===== config.mk =====
export PLATFORM = sky130hd
export DESIGN_NAME = pattern_seq_ctrl
export DESIGN_NICKNAME = d
export VERILOG_FILES = /design/src/rtl/pattern_seq_ctrl.sv
export SDC_FILE = /design/constraint.sdc
export NUM_CORES = 1
export LEC_CHECK = 0
export CAP_MARGIN = 20
export CORE_MARGIN = 4
export CORE_UTILIZATION = 45
export CTS_CLUSTER_SIZE = 30
export DETAILED_ROUTE_END_ITERATION = 10
export PLACE_DENSITY = 0.78
export RECOVER_POWER = 100
export SLEW_MARGIN = 0
export SYNTH_ARGS = -nofsm -noshare
export SYNTH_HDL_FRONTEND = slang
export SYNTH_SLANG_ARGS = --single-unit

===== constraint.sdc =====
create_clock -name clk -period 6.7 [get_ports clk]
set_input_delay 0.67 -clock clk [delete_from_list [all_inputs] [get_ports clk]]
set_output_delay 0.67 -clock clk [all_outputs]
set_load 0.03 [all_outputs]

===== src/rtl/pattern_seq_ctrl.sv =====
// Sequencer for one pattern_gen instance: seeds it, then streams its words over
// valid/ready, advancing the generator only on accepted beats.
module pattern_seq_ctrl #(
  parameter int WIDTH = 32,
  parameter int LEN_W = 32,
  parameter int THR_W = 4
) (
  input  logic             clk,
  input  logic             reset,
  input  logic             start,
  input  logic [2:0]       mode,
  input  logic [LEN_W-1:0] length,
  input  logic [THR_W-1:0] throttle,
  input  logic             abort,
  output logic             gen_reset,
  output logic             gen_enable,
  output logic [2:0]       gen_mode,
  input  logic [WIDTH-1:0] gen_dout,
  output logic [WIDTH-1:0] out_data,
  output logic             out_valid,
  input  logic             out_ready,
  output logic             busy,
  output logic             done,
  output logic             aborted,
  output logic [LEN_W-1:0] word_count
);

  // state | meaning
  // IDLE  | waiting for start; word_count holds last run's total
  // SEED  | pattern_gen held in reset for one cycle with the latched mode
  // RUN   | out_valid high; each accepted beat advances the generator
  // GAP   | throttle idle cycles after an accepted beat
  // FIN   | one-cycle done pulse
  typedef enum logic [2:0] {
    S_IDLE,
    S_SEED,
    S_RUN,
    S_GAP,
    S_FIN
  } state_t;

  state_t             state, state_nxt;
  logic [2:0]         mode_q;
  logic [LEN_W-1:0]   len_q;
  logic [THR_W-1:0]   thr_q;
  logic [THR_W-1:0]   gap_cnt;
  logic [LEN_W-1:0]   word_cnt;
  logic               aborted_q;

  logic               beat;
  logic               abort_hit;
  logic               load_gap;
  logic               seed_st;
  logic               take_start;

  assign take_start = (state == S_IDLE) && start;

  always_ff @(posedge clk) begin
    if (reset) begin
      state     <= S_IDLE;
      mode_q    <= '0;
      len_q     <= '0;
      thr_q     <= '0;
      gap_cnt   <= '0;
      word_cnt  <= '0;
      aborted_q <= 1'b0;
    end else begin
      state     <= state_nxt;
      aborted_q <= abort_hit;
      if (take_start) begin
        mode_q   <= mode;
        len_q    <= length;
        thr_q    <= throttle;
        word_cnt <= '0;
      end else if (beat) begin
        word_cnt <= word_cnt + LEN_W'(1);
      end
      // gap timer is a down-counter; terminal count 0 returns to RUN
      if (load_gap) begin
        gap_cnt <= thr_q - THR_W'(1);
      end else if (state == S_GAP) begin
        gap_cnt <= gap_cnt - THR_W'(1);
      end
    end
  end

  always_comb begin
    state_nxt  = state;
    out_valid  = 1'b0;
    gen_enable = 1'b0;
    done       = 1'b0;
    beat       = 1'b0;
    abort_hit  = 1'b0;
    load_gap   = 1'b0;
    seed_st    = 1'b0;
    case (state)
      S_IDLE: begin
        if (start) begin
          state_nxt = (length == '0) ? S_FIN : S_SEED;
        end
      end
      S_SEED: begin
        seed_st   = 1'b1;
        state_nxt = S_RUN;
      end
      S_RUN: begin
        out_valid  = 1'b1;
        beat       = out_ready;
        gen_enable = out_ready;
        if (out_ready) begin
          if ((word_cnt + LEN_W'(1)) == len_q) begin
            state_nxt = S_FIN;
          end else if (thr_q != '0) begin
            state_nxt = S_GAP;
            load_gap  = 1'b1;
          end
        end
      end
      S_GAP: begin
        if (gap_cnt == '0) begin
          state_nxt = S_RUN;
        end
      end
      S_FIN: begin
        done      = 1'b1;
        state_nxt = S_IDLE;
      end
      default: state_nxt = S_IDLE;
    endcase
    // abort overrides any transition, but a coincident beat has already counted
    if (abort && (state == S_SEED || state == S_RUN || state == S_GAP)) begin
      abort_hit = 1'b1;
      load_gap  = 1'b0;
      state_nxt = S_IDLE;
    end
  end

  assign gen_reset  = reset | seed_st;
  assign gen_mode   = mode_q;
  assign out_data   = gen_dout;
  assign busy       = (state != S_IDLE);
  assign aborted    = aborted_q;
  assign word_count = word_cnt;

endmodule


==> metrics.yaml <==
cap_viol_max_count: 1
run_status: "complete, but fails checks"
final.fill_count: 917
power.total_mw: 1.04
tritoncts: "done"
postRouteAntennaNets: 0
timing.final.max_slew_violations: 45
synth_area_leader_cell: "dfxtp_1"
routed-via-count: 4294
syn2layout_area_growth_pct: 17.7
yosys.area.top_type_share_pct: 34.4
path_cells: "ha_1, nand4_1, nor4_1, nand3_2, or4_1, a21oi_1, nand4_1, nor4_1, nor2_1, mux2i_1, ha_1, inv_1, nor2_1, xor2_1, a21oi_1, a211oi_1"
worstRegToRegCells: 16
design.core.area_sq_um: 9860
rsz_0062_raised_after_global_routing: "no"
max_stage_delay_ns: 0.82
drcViolationCount: 0
finalSetupTns_ns: 0
clock_tree.buffer_depth: 2
synthArstFlopShare_pct: 0
synth_seq_cells: 79
detailedPlacementHpwl_um: 9180
fraction_of_the_yosys_area_taken_by_sequential_cells_pct: 34.4
cellInternalPower_mw: 0.738
netlist-cell-type-count: 53
routed_wirelength_um: 12200
critical_path.top_delay_family: "simple AND/OR/NAND/NOR gates"
fin_util_pct: 54.8
core.rowCount: 36
critPathMaxFanout: 10
instances_no_fill: 759
post_cts_resize_count: 0
syn_nets: 667
tritoncts_num_sinks: 79
worstPathRequired_ns: 6.94
post_route_cells_drive_above_1_share_pct: 3.35
post-synth-top-count-cell: "nand2_1"
post_synth_instance_area_sq_um: 4600
route.detailed.wl_per_inst_um: 16.1
rr_endpoint: "gap_cnt[2]"
synth_common_cells: "nand2_1 (110), dfxtp_1 (79), a21oi_1 (55), xnor2_1 (44), nor2_1 (38)"
number_of_global_route_vias_before_repair: 4031
routability_cong: 0.876
multi_input_area_sq_um: 2570
cts-hold-fix-buffers: 0
die_height_um: 109
cts_max_level: 3
worst_ir_drop_vdd_v: 0.000109
worstSetupStartpointType: "flip-flop"
finClkSkew_ns: 0.0103
gr-total-overflow: 0
worst-endpoint-arrival_ns: 5.25
reg2reg_slack_ns: 1.69
timing.setup.critical_path_class: "reg2reg"
part_of_the_total_power_dissipated_in_sequential_elements_pct: 49.2
setup.worst_path.start: "word_count[0]"
final_cycle_utilization_of_the_critical_path_pct: 74.7
cts_post_setup_buffers_inserted: 0
die-width_um: 109
vias_per_cell: 5.66
dp_cells: 743
worst_skew_pair.late_latency_ns: 0.36
cts_root_buffer: "clkbuf_8"
final.min_clock_period_ns: 5.01
crit_path_top_delay_cell: "nor4_1"
fp.dieArea_sq_um: 11900
seq_area_sq_um: 1580
dr.first_iter.drc_count: 259
critical_path_depth: 16
power-per-cell-area_nw_per_um2: 192
timing.final.setup_violations: 0
syn_inst: 589
yosys-top-cells-area: "dfxtp_1 (34%), nand2_1 (9.0%), xnor2_1 (8.4%)"
synth_ff_type: "dfxtp_1"
port_buffers: 84
effective_utilization_at_floorplan_pct: 46.6
rr_startpoint: "word_count[0]"
hold_class: "reg2reg"
crit_buf_inv: 1
combinationalPowerShare_pct: 15.4
crit_path_capture: "gap_cnt[2]"
grt_first_pass_wirelength_um: 19800
critical_path.endpoint_type: "flip-flop"
design.final.nets: 699
tightestPinTransition_ns: 1.87
max_freq_mhz: 200
drt_pass1_iterations: 5
postSynthAreaPerCell_sq_um: 7.80
globalRouteTotalUtil_pct: 20.9
static-leakage-power_nw: 2.00
clkSlewWorstSetupHoldPaths_ns: 0.09
grt_antenna_before_repair: 0
ios: 149
share_clk_of_total_power_pct: 35.4
violations: "capacitance limit, slew limit"
netSwitchingFraction_pct: 29.0
slew-limit-headroom_pct: -24.8
yosys_warnings: 0
insertedDiodeCount: 0
net_switching_power_figure_mw: 0.301
timing_hold_violations_final: 0
synth_enable_flop_cells: 0
maximum_number_of_pins_on_one_net_before_global_route_repair: 45
tritoncts.num_buffers: 9
[worst reg2reg max path, cell delays in order, from the launching register on]
cell and delay (ns):
dfxtp_1 0.52, ha_1 0.44, nand4_1 0.28, nor4_1 0.82, nand3_2 0.21, or4_1 0.55
a21oi_1 0.16, nand4_1 0.13, nor4_1 0.53, nor2_1 0.23, mux2i_1 0.21, ha_1 0.20
inv_1 0.05, nor2_1 0.13, xor2_1 0.17, a21oi_1 0.05, a211oi_1 0.23
[cell families (layout without fill, tap and decap cells)]
group,Yosys count,after routing,share of synthesized area (%)
xor gates and xnor gates,77,77,15.0
and+or+nand+nor,257,257,28.1
muxes,4,4,0.898
DFF,79,79,34.4
buffers and inverters,75,112,9.23
AOI/OAI and AO/OA,95,95,11.9
adders and majority gates,2,2,0.544
[power by group through the flow]
stage	combinational (mW)	sequential, mW	clock (mW)
6_report	0.160	0.511	0.368
5_1_grt	0.178	0.514	0.395
4_1_cts	0.166	0.511	0.377
3_5_place_dp	0.165	0.522	0
3_3_place_gp	0.159	0.521	0
2_1_floorplan	0.135	0.518	0
[worst min-delay path by stage]
stage                     start          end  slack [ns]  cells after the start
CTS                 gen_mode[2]  gen_mode[2]        0.47                      2
global placement    gen_mode[0]  gen_mode[0]        0.44                      2
detailed placement  gen_mode[2]  gen_mode[2]        0.46                      2
global route        gen_mode[2]  gen_mode[2]        0.48                      2
finish              gen_mode[0]  gen_mode[0]        0.46                      2
floorplan              thr_q[3]     thr_q[3]        0.44                      2
[registers in the layout (all words and copies together) (netlist names)]
name and cells:
len_q 32, aborted 1, thr_q 4, word_count 32, gen_mode 3, gap_cnt 4
state 3
[layout make-up]
type | instances | share of cell area, %
Sequential cell | 79 | 29.2
Clock inverter | 7 | 1.46
Multi-Input combinational cell | 435 | 47.4
Clock buffer | 9 | 2.29
Inverter | 8 | 0.555
Tap cell | 133 | 3.08
Timing Repair Buffer | 88 | 16.0
[metrics by stage]
step	area, sq um	hold slack, ns	worst slack (ns)
2_1_floorplan	4600	0.444	2.88
3_3_place_gp	5230	0.444	2.61
3_5_place_dp	5260	0.455	2.40
4_1_cts	5460	0.472	2.34
5_1_grt	5410	0.482	1.26
6_report	5410	0.461	1.69
[routing by layer]
metal / part of all wire [%] / track usage [%] / vias up
met5: 0 / 0 / -
met4: 1.3 / 6.31 / 0
met3: 8.5 / 4.56 / 27
met2: 48 / 34.7 / 194
met1: 42 / 27.0 / 2012
li1: - / - / 2061
[layout by cell type (no fill, tap or decap), types with 3 or more instances in the layout]
cell type,n
a211oi_1,7
a21oi_1,55
a31oi_1,3
and2_1,5
and3_1,7
and4_1,4
and4b_1,3
clkbuf_8,9
clkdlybuf4s50_1,42
clkinvlp_4,3
dfxtp_1,79
dlygate4sd3_1,42
inv_1,8
inv_6,3
mux2i_1,3
nand2_1,110
nand2b_1,3
nand3_1,10
nand4_1,21
nor2_1,39
nor2b_1,3
nor3_1,12
nor4_1,20
o21ai_0,15
o31ai_1,3
or3_1,5
or4_1,3
xnor2_1,44
xor2_1,32
No activity file was read; power rests on OpenSTA's default activity.
